<file path="src/rtl/ps2_key_event_queue.sv">
`default_nettype none
// ============================================================================
// Module   : ps2_key_event_queue
// Purpose  : PS/2 scan-code decoder (make/break, E0, Pause) with modifier
//            tracking and a first-word-fall-through event FIFO.
//            Optional KBD_REPEAT_FILTER_EN suppresses typematic repeats.
// Revision : 1.0 - initial release
// ============================================================================
module ps2_key_event_queue #(
   parameter int DEPTH      = 16,
   parameter int MOD_EVENTS = 1
) (
   input  logic                     clk,
   input  logic                     clr,
   input  logic [7:0]               kb_data,
   input  logic                     kb_ready,
   output logic                     kb_nextdata_n,
   output logic                     ev_valid,
   output logic [7:0]               ev_code,
   output logic                     ev_ext,
   output logic                     ev_brk,
   output logic [4:0]               ev_mods,
   input  logic                     ev_rd,
   output logic [$clog2(DEPTH):0]   ev_count,
   output logic                     overflow,
   output logic                     shift,
   output logic                     ctrl,
   output logic                     alt,
   output logic                     caps
);

   localparam int AW = $clog2(DEPTH);

   typedef enum logic [2:0] {
      IDLE     = 3'd0,
      GOT_E0   = 3'd1,
      GOT_F0   = 3'd2,
      GOT_E0F0 = 3'd3,
      SKIP     = 3'd4
   } state_t;

   state_t     state, state_nx;
   logic [2:0] skip_cnt, skip_cnt_nx;
   logic       accept;
   logic       done, pause_ev, ext, brk;
   logic [7:0] code;
   logic       fake, valid_ev, is_mod, repeat_ev, push_req;
   logic [4:0] mods, mods_nx;   // {caps, alt, ctrl, rshift, lshift}

   assign accept = kb_ready & kb_nextdata_n;

   always_comb begin
      state_nx    = state;
      skip_cnt_nx = skip_cnt;
      done        = 1'b0;
      pause_ev    = 1'b0;
      code        = kb_data;
      ext         = 1'b0;
      brk         = 1'b0;
      if (accept) begin
         case (state)
            IDLE: begin
               case (kb_data)
                  8'hE0: state_nx = GOT_E0;
                  8'hF0: state_nx = GOT_F0;
                  8'hE1: begin
                     state_nx    = SKIP;
                     skip_cnt_nx = 3'd7;
                  end
                  8'hAA, 8'hFA, 8'hEE, 8'hFE, 8'h00, 8'hFF: state_nx = IDLE;
                  default: done = 1'b1;
               endcase
            end
            GOT_E0: begin
               if (kb_data == 8'hF0) begin
                  state_nx = GOT_E0F0;
               end else begin
                  done     = 1'b1;
                  ext      = 1'b1;
                  state_nx = IDLE;
               end
            end
            GOT_F0: begin
               done     = 1'b1;
               brk      = 1'b1;
               state_nx = IDLE;
            end
            GOT_E0F0: begin
               done     = 1'b1;
               ext      = 1'b1;
               brk      = 1'b1;
               state_nx = IDLE;
            end
            SKIP: begin
               skip_cnt_nx = skip_cnt - 3'd1;
               if (skip_cnt == 3'd1) begin
                  done     = 1'b1;
                  pause_ev = 1'b1;
                  code     = 8'hE1;
                  state_nx = IDLE;
               end
            end
            default: state_nx = IDLE;
         endcase
      end
   end

   assign fake     = done & ext & ((code == 8'h12) | (code == 8'h59));
   assign valid_ev = done & ~fake;
   assign is_mod   = ~pause_ev & ((code == 8'h12) | (code == 8'h59) |
                     (code == 8'h14) | (code == 8'h11) | (code == 8'h58));

`ifdef KBD_REPEAT_FILTER_EN
   logic       held;
   logic [8:0] held_key;

   assign repeat_ev = valid_ev & ~brk & ~pause_ev & held & (held_key == {ext, code});

   always_ff @(posedge clk) begin
      if (clr) begin
         held     <= 1'b0;
         held_key <= 9'd0;
      end else if (valid_ev && !pause_ev) begin
         if (!brk) begin
            held     <= 1'b1;
            held_key <= {ext, code};
         end else if (held && held_key == {ext, code}) begin
            held <= 1'b0;
         end
      end
   end
`else
   assign repeat_ev = 1'b0;
`endif

   always_comb begin
      mods_nx = mods;
      if (valid_ev && !pause_ev) begin
         case (code)
            8'h12: mods_nx[0] = ~brk;
            8'h59: mods_nx[1] = ~brk;
            8'h14: mods_nx[2] = ~brk;
            8'h11: mods_nx[3] = ~brk;
            8'h58: if (!brk && !repeat_ev) mods_nx[4] = ~mods[4];
            default: mods_nx = mods;
         endcase
      end
   end

   assign push_req = valid_ev & ~repeat_ev & ((MOD_EVENTS != 0) | ~is_mod);

   always_ff @(posedge clk) begin
      if (clr) begin
         state         <= IDLE;
         skip_cnt      <= 3'd0;
         mods          <= 5'd0;
         kb_nextdata_n <= 1'b1;
      end else begin
         state         <= state_nx;
         skip_cnt      <= skip_cnt_nx;
         mods          <= mods_nx;
         kb_nextdata_n <= ~accept;
      end
   end

   assign shift = mods[0] | mods[1];
   assign ctrl  = mods[2];
   assign alt   = mods[3];
   assign caps  = mods[4];

   // Event FIFO: entry = {mods, brk, ext, code}
   logic [14:0]   mem [DEPTH];
   logic [AW-1:0] wr_ptr, rd_ptr;
   logic [AW:0]   count;
   logic          full, pop, push_ok;

   assign full    = (count == DEPTH[AW:0]);
   assign pop     = ev_rd & (count != '0);
   assign push_ok = push_req & (~full | pop);

   always_ff @(posedge clk) begin
      if (push_ok) mem[wr_ptr] <= {mods_nx, brk, ext, code};
   end

   always_ff @(posedge clk) begin
      if (clr) begin
         wr_ptr   <= '0;
         rd_ptr   <= '0;
         count    <= '0;
         overflow <= 1'b0;
      end else begin
         if (push_ok) wr_ptr <= wr_ptr + 1'b1;
         if (pop)     rd_ptr <= rd_ptr + 1'b1;
         case ({push_ok, pop})
            2'b10:   count <= count + 1'b1;
            2'b01:   count <= count - 1'b1;
            default: count <= count;
         endcase
         if (push_req && !push_ok) overflow <= 1'b1;
      end
   end

   assign ev_valid = (count != '0);
   assign ev_count = count;
   assign ev_code  = mem[rd_ptr][7:0];
   assign ev_ext   = mem[rd_ptr][8];
   assign ev_brk   = mem[rd_ptr][9];
   assign ev_mods  = mem[rd_ptr][14:10];

endmodule
`default_nettype wire

</file>
<file path="config.mk">
export PLATFORM = sky130hd
export DESIGN_NAME = ps2_key_event_queue
export DESIGN_NICKNAME = d
export VERILOG_FILES = /design/src/rtl/ps2_key_event_queue.sv
export SDC_FILE = /design/constraint.sdc
export NUM_CORES = 1
export LEC_CHECK = 0
export CAP_MARGIN = 20
export CORE_MARGIN = 2
export CORE_UTILIZATION = 43
export DETAILED_ROUTE_END_ITERATION = 6
export PLACE_DENSITY_LB_ADDON = 0.25
export SLEW_MARGIN = 5
export SYNTH_ARGS = -nofsm -noshare
export SYNTH_HDL_FRONTEND = slang
export SYNTH_SLANG_ARGS = --single-unit
</file>
<file path="constraint.sdc">
create_clock -name clk -period 9.6 [get_ports clk]
set_clock_uncertainty 0.1 [all_clocks]
set_input_delay 1.44 -clock clk [delete_from_list [all_inputs] [get_ports clk]]
set_output_delay 1.44 -clock clk [all_outputs]
set_load 0.005 [all_outputs]
</file>
Word level (Yosys, flattened, before mapping) --
Memory sizes are Yosys's and may differ from the RTL's. A register that Yosys moved wholly into a read port is not among the register bits. Index checks and enable logic that the tools add are counted.
Cells by class: equal/unequal tests 24, bitwise gates (word level) 14, muxes and demuxes 32, reductions and logical operators 14, $add $sub $neg 5
Operators by type and width (count):
- $eq A8 B8 Y1 const B | 8
- $eq A8 B5 Y1 const B | 3
- $mux W8 | 3
- $mux W1 | 17
- $eq A8 B7 Y1 const B | 2
- $pmux W3 S4 | 1
- $pmux W5 S2 | 1
- $pmux W3 S3 | 1
- $reduce_or A9 Y1 | 1
- $add A4 B1 Y4 const B | 2
- $logic_not A8 Y1 | 1
- $mux W4 | 2
- $and A1 B1 Y1 | 6
- $eq A3 B1 Y1 const B | 2
- $eq A3 B2 Y1 const B | 2
- $mux W3 | 2
- $pmux W3 S2 | 1
- $reduce_and A3 Y1 | 2
- $reduce_or A6 Y1 | 1
- $add A5 B1 Y5 const B | 1
- $eq A5 B5 Y1 const B | 1
- $mux W5 | 1
- $ne A5 B2 Y1 const B | 1
- $not A1 Y1 | 5
- 17 further kinds | 22
Storage, ports and cells: word-level logic and storage cells 98, RAM bits 240, bits in registers 26, memories kept 1
Memory list:
- mem | depth 16, width 15, rd ports 1, clocked after Yosys merged registers in 1, write ports 1, line 172 | logic [14:0] mem [DEPTH];

Logic depth before layout (Yosys ltp) --
depth in word-level cells 12, depth in mapped cells 12

Worst setup path after synthesis --
No wires, ideal clock.
path type input to register, start input kb_data[7], end memory mem[5][0] (enable), setup slack 5196 ps, arrival 3898 ps, stages 9, data required time 9094 ps, cells stage by stage buf_4 > and4_4 > o21ai_1 > nand4bb_1 > o21a_2 > nor3_4 > buf_6 > nand2_1 > nor3_1
On the way: word-level cells in the longest chain between the ends 12, elaborated cells on any way between the ends 29, those cells by class eq/ne (10); mux (11); bitwise (6); reduce/logical (2)
RTL lines:
- from (decl) | line 15 | input logic [7:0] kb_data,
- $eq A8 B8 Y1 (tied with other cells) | line 63, 75
- $reduce_or A9 Y1 (no source line)
- $mux W1 | line 63 | case (kb_data)
- $pmux W1 S4 | line 61 | case (state)
- $mux W1 | line 60 | if (accept) begin
- $and A1 B1 Y1 (2 in a row) | line 108 | assign fake = done & ext & ((code == 8'h12) | (code == 8'h59));
- $not A1 Y1 | line 109 | assign valid_ev = done & ~fake;
- $and A1 B1 Y1 (*) | line 109
- $and A1 B1 Y1 (*) | line 179 | assign push_ok = push_req & (~full | pop);
- $mux W1 (*) | line 182 | if (push_ok) mem[wr_ptr] <= {mods_nx, brk, ext, code};
- $mux W1 (implied by the code) (*) | line 182
- to (decl) | line 172
Mark *: on every way between the ends. The rest lies on a longest branch, timed or not.

==> key figures <==
Status
  • Status: finished, final reports clean

CTS
  • Clock-pin slew on the worst setup and hold paths: 60 ps
  • Clk root buf: clkbuf_16
  • Num CTS Buffers: 27
  • CTS tree: yes
  • Post-CTS Setup Bufs: 0
  • Max Buffers Root-to-Sink: 3
  • Clock Sinks: 270
  • Htree depth: 1
  • Worst-Skew Late Latency: roughly 530 ps
  • PostCTS Resize Cnt: 0
  • Post-CTS Hold Fix Bufs: 0

Synth
  • Yosys reg bits: between 200 and 300
  • Most used standard cell by instance count after synthesis: edfxtp_1
  • Synthesized area per cell: 19.1 sq um
  • Area share of the largest cell type after synthesis: about 65%
  • Synth Warn #: 0
  • Cell area after synthesis: 0.0110 sq mm
  • Largest area contributor in the netlist: edfxtp_1
  • Post-synth top flop: edfxtp_1
  • Post-Syn Instances: 578
  • Most frequent cells after synthesis: edfxtp_1, mux4_2, dfxtp_1
  • Most area-consuming cells after synthesis: edfxtp_1, mux4_2, dfxtp_1
  • Post-synthesis cell type count: 59
  • Ys async rst share: 0%
  • Sequential share of the synthesized area: a little over two thirds
  • Syn_nets: approximately 600
  • Post-synth EDFFs: 240

Detailed routing
  • Via count: between 5000 and 6000
  • Drt first pass iters: 5
  • Vias per cell: ~5.6
  • Routed wire length: around 23000 microns
  • DRC errors left: 0
  • WL per Instance: ~24 microns
  • Iteration-0 DRC Markers: 431
  • Antenna Violating Nets Remaining: 0

Cells and area
  • Register Area: 0.00781 sq mm
  • Share of cells above drive strength 1: 24.8%
  • Non-Filler Instances: between 900 and 1000
  • Fin util: 50.5%
  • Syn-to-layout area delta: 15.3%
  • Footprint of the multi-input gates: 0.00305 sq mm
  • Fill count: between 1500 and 2000
  • Post-layout nets: around 650

Floorplan
  • # IOs: 39
  • Initial cell density of the core: between 40% and 50%
  • Full die area: roughly 0.027 sq mm
  • Num rows: 58
  • Die Wd: roughly 160 microns
  • Die Ht: between 150 and 200 microns
  • CORE AREA: ~0.025 sq mm

GRT
  • First-pass GRT wire length: 35300 microns
  • Vias in the first global route: 5848
  • Pin count of the biggest net entering global routing: between 60 and 70
  • Antenna violations before repair: 2
  • Grt total ovfl: 0
  • GRT Overall Usage: around 18%

STA
  • Minimum clock period: ~5000 ps
  • Unrepaired setup endpoints after global routing: no
  • Worst-Margin Slew: around 1000 ps
  • Final hold vios: 0
  • Relative slew slack: a little under a third
  • Final setup violation count: 0
  • Slew Viols, Final: 0
  • Final hold slack: 392 ps
  • Fin Setup TNS: 0 ps
  • Fmax: between 150 and 200 MHz
  • Tcrit/Tclk final: a little over half

Setup path
  • CP top delay family: buffers and inverters
  • Critical Path Sink Type: primary output
  • Crit-path cells: buf_4 -> mux4_2 -> mux4_2 -> clkdlybuf4s50_1
  • Crit path arrival time: between 3000 and 4000 ps
  • Max Fanout on Critical Path: 42
  • CP peak stage delay: around 760 ps
  • Buf/Inv on CP: 2
  • CP most frequent cell: mux4_2
  • Setup crit start kind: register
  • Critical Path RT: roughly 8100 ps
  • Slowest CP cell: buf_4
  • WS Path Type: reg2out

Placement
  • Placed insts: around 930
  • Input/output buffers: 38
  • Post-detail-place hpwl: between 10000 and 15000 microns
  • GPL Wtd Cong: 0.975

Pwr
  • Pwr dens: roughly 230 mW/mm^2
  • Sw Share: 23.9%
  • Clk network pwr share: approximately 37%
  • Seq pwr share: a little under half
  • P_sw: 705 uW
  • P_leak: between 0.004 and 0.005 uW
  • Internal power: approximately 2200 uW
  • Max VDD drop: roughly 110 uV
  • Combinational power share: between 10% and 20%
  • Power, Total: around 3000 uW

Worst hold path
  • Hold crit path type: reg2reg

Run
  • Max cap viols: 0
## stage by stage
| stage | area, sq um | worst slack, ps |
|---|---|---|
| 3_5_place_dp | 11800 | 4340 |
| 6_report | 12700 | 4560 |
| 4_1_cts | 12700 | 4440 |
| 3_3_place_gp | 11800 | 4510 |
| 5_1_grt | 12700 | 4310 |
| 2_1_floorplan | 11000 | 5200 |
## logic make-up after synthesis
kind of cell / Yosys count / synth area share (%)
AO/OA/AOI/OAI: 31 / 2.02
XOR/XNOR: 7 / 0.556
adder cells (fa/ha/maj): 9 / 1.09
buffers and inverters: 45 / 1.77
flip-flops: 270 / 70.8
multiplexers: 88 / 16.6
AND/OR/NAND/NOR: 128 / 7.15
## state kept, by name, indices dropped and copies added, names as in the netlist, named ones only
signal         count
kb_nextdata_n      1
ev_count           5
mods               5
mem              240
rd_ptr             4
wr_ptr             4
skip_cnt           3
state              3
overflow           1
## power by group through the flow
stage	clock, uW	sequential (uW)	combinational, uW
after floorplan	0	1350	368
after global placement	0	1370	529
after detailed placement	0	1380	533
after CTS	1100	1350	535
after global routing	1150	1360	563
final	1080	1350	520
## worst reg2reg max path, delay by kind of cell (launching register included)
kind / cells / cell delay, ps
simple gates: 6 / 2120
flops: 1 / 410
compound gates: 1 / 240
## worst paths after layout
path	from	endpoint	slack [ps]	depth (start not counted)
worst max-delay path	register	ev_brk	4560	4
worst min-delay path	mods[3]	mods[3]	390	2
worst max register to register	state[1]	mem[3][7]	6340	7
worst min register to register	mods[3]	mods[3]	390	2
## layout make-up
cell class	instances	share of cell area [%]
Timing Repair Buffer	49	3.64
Multi-Input combinational cell	263	24.0
Antenna cell	2	0.0393
Inverter	14	0.413
Tap cell	330	3.25
Clock inverter	18	1.58
Sequential cell	270	61.4
Clock buffer	32	5.69
## cells in the final DEF, fill, tap and decap left out, types with 5 or more instances in the layout
master | Yosys | routed
edfxtp_1 | 240 | 240
mux4_2 | 75 | 75
clkdlybuf4s50_1 | 0 | 38
dfxtp_1 | 30 | 28
nor2_1 | 28 | 27
clkbuf_16 | 0 | 27
nand2_1 | 18 | 18
inv_1 | 14 | 14
and2_1 | 13 | 13
buf_4 | 3 | 11
nand2b_1 | 8 | 8
mux2_1 | 8 | 8
ha_1 | 8 | 8
a21oi_1 | 7 | 7
nand4_1 | 7 | 7
nor3_1 | 11 | 7
nor2b_1 | 6 | 6
clkinv_2 | 0 | 6
nor3_2 | 1 | 5
o21ai_0 | 5 | 5
## routing by layer
layer	track usage, %	share of wire, %	vias up
li1	-	-	2438
met1	24.3	43	2908
met2	30.3	51	139
met3	2.53	4.2	35
met4	5.02	2.2	0
met5	0	0	-
Note: power is estimated with default switching activity, not from simulation.
==> variant, RTL diff (same flow settings) <==
The option `KBD_REPEAT_FILTER_EN` is turned on by a define.
--- a/src/rtl/ps2_key_event_queue.sv
+++ b/src/rtl/ps2_key_event_queue.sv
@@ -6,6 +6,8 @@
 //            Optional KBD_REPEAT_FILTER_EN suppresses typematic repeats.
 // Revision : 1.0 - initial release
 // ============================================================================
+`define KBD_REPEAT_FILTER_EN
+
 module ps2_key_event_queue #(
    parameter int DEPTH      = 16,
    parameter int MOD_EVENTS = 1
Behaviour: not the same (a bounded check fails within 10 cycles, from zero or initial values).
==> variant against the unedited design <==
  * Synthesized cell count increased by 13%
  * Sequential cell count increased by 10
  * Total power increased by 0.29%
  * Area after synthesis increased by 6.0%
  * Core utilization decreased by 1.0 points
  * Critical path type unchanged
  * Worst setup slack got worse by 0.026 ns
  * First-iteration DRC count increased by 3.7%
  * Final area increased by 4.3%
  * Routed wire length increased by 2.9%
  * Combinational power increased by 4.0%
  * Register-to-register slack got worse by 0.86 ns
  * Global-route usage decreased by 1.2 points
==> variant: results (changes against the unedited design) <==
main area contributors after synthesis: edfxtp_1, mux4_2, dfxtp_1, nor2_1, mux2i_1
fraction of layout cells with a size suffix above 1: 20.5% (-4.3 points)
Layout non-clock buf frac: 3.43% (-0.21 points)
gr usage total: 16.7% (-1.2 points)
Repair and plain buffers: 48 (-2.0%)
post-synthesis adder-cell area fraction: 1.24% (+0.15 points)
vias in the first global route: 6172 (+5.5%)
DP Area: 0.0124 mm² (+5.4%)
CLK BUF: 39 (+22%)
Int Power: 2.24 mW (-0.31%)
Synth top cells by count: edfxtp_1, mux4_2, dfxtp_1, nor2_1, clkbuf_1
status: completed
post-synth cell types: 68 (+15%)
FF-to-FF path depth: 14 (+7)
sw frac: 24.4% (+0.45 points)
first-pass GRT wire length: 36.3 mm (+2.8%)
FF-to-FF setup slack: 5.48 ns (-0.86 ns)
fraction of area in multi-input gates: 26.1% (+2.2 points)
DR vias/cell: 5.76 (+2.0%)
compound-cell area share of the yosys netlist: 3.62% (+1.6 points)
#MultiIn Comb: 318 (+21%)
CP arrival: 3.53 ns (+0.03 ns)
Worst-Margin Slew: 0.968 ns (-0.0702 ns)
final cell count without fillers: 1054 (+7.8%)
First DRT Iteration DRCs: 447 (+3.7%)
CTS sink cnt: 280 (+3.7%)
Seq pwr share: 47.7% (+1.9 points)
Logic inverters: 19 (+5)
Max VDD drop: 0.103 mV (-9.8%)
Max FO, Critical Path: 31 (-26%)
Seq/Total Area, Yosys: 68.5% (-2.3 points)
Static Leak: 4.16 nW (+2.8%)
post-synthesis xor/xnor area fraction: 0.899% (+0.34 points)
clock buffer count from CTS: 29 (+7.4%)
Layout clock area frac: 6.28% (-1.0 points)
WL final: 23.7 mm (+2.9%)
Comb. pwr: 0.541 mW (+4.0%)
Fillers: 2148 (+8.3%)
hpwl dp: 14.9 mm (+5.1%)
met2 wire len: 12.0 mm (+2.0%)
R2R Path End: ev_count[4]$_SDFFE_PP0P_
Syn Area/Cell: 17.9 µm² (-6.0%)
n_diodes: 0 (-2)
Placed Cells incl. Taps: 1004 (+8.5%)
RR Startpoint: skip_cnt[1]$_SDFFE_PP0P_
Net Count, Synth: 675 (+13%)
wl on met1: 10.2 mm (+3.6%)
initial antenna violation count: 0 (-2)
GPL Wtd Cong: 0.870 (-11%)
multiplexer area fraction after synthesis: 16.6% (about the same)
Worst Hold Slack: 0.414 ns (+0.0224 ns)
Worst Hold End: held$_SDFFE_PP0P_
==> variant: cell count changes after synthesis, moves of 6 or more <==
cell	delta
nor2_1	+12
dfxtp_1	+10
mux2i_1	+9
a21oi_1	+8
nand2_1	-8
mux2_1	-6
mux2_2	+6
nor3_1	-6
==> variant: kinds of logic (layout without fill, tap and decap cells) <==
kind of cell / Yosys count / after routing
flops: 280 / 280
fa+ha+maj: 11 / 11
mux: 98 / 98
compound gates: 54 / 54
buf+inv: 54 / 115
xor+xnor: 12 / 12
simple gates: 143 / 143
==> variant: worst max-delay path, stage by stage (launching register included) <==
cell             delay (ns)
dfxtp_4                0.77
buf_4                  0.63
mux4_2                 0.60
mux4_2                 0.49
clkdlybuf4s50_1        0.46
==> variant: metal layers <==
metal,track usage (%),vias to the layer above
met5,0,-
met4,3.97,0
met3,2.60,34
met2,28.6,157
met1,22.5,3177
li1,-,2702
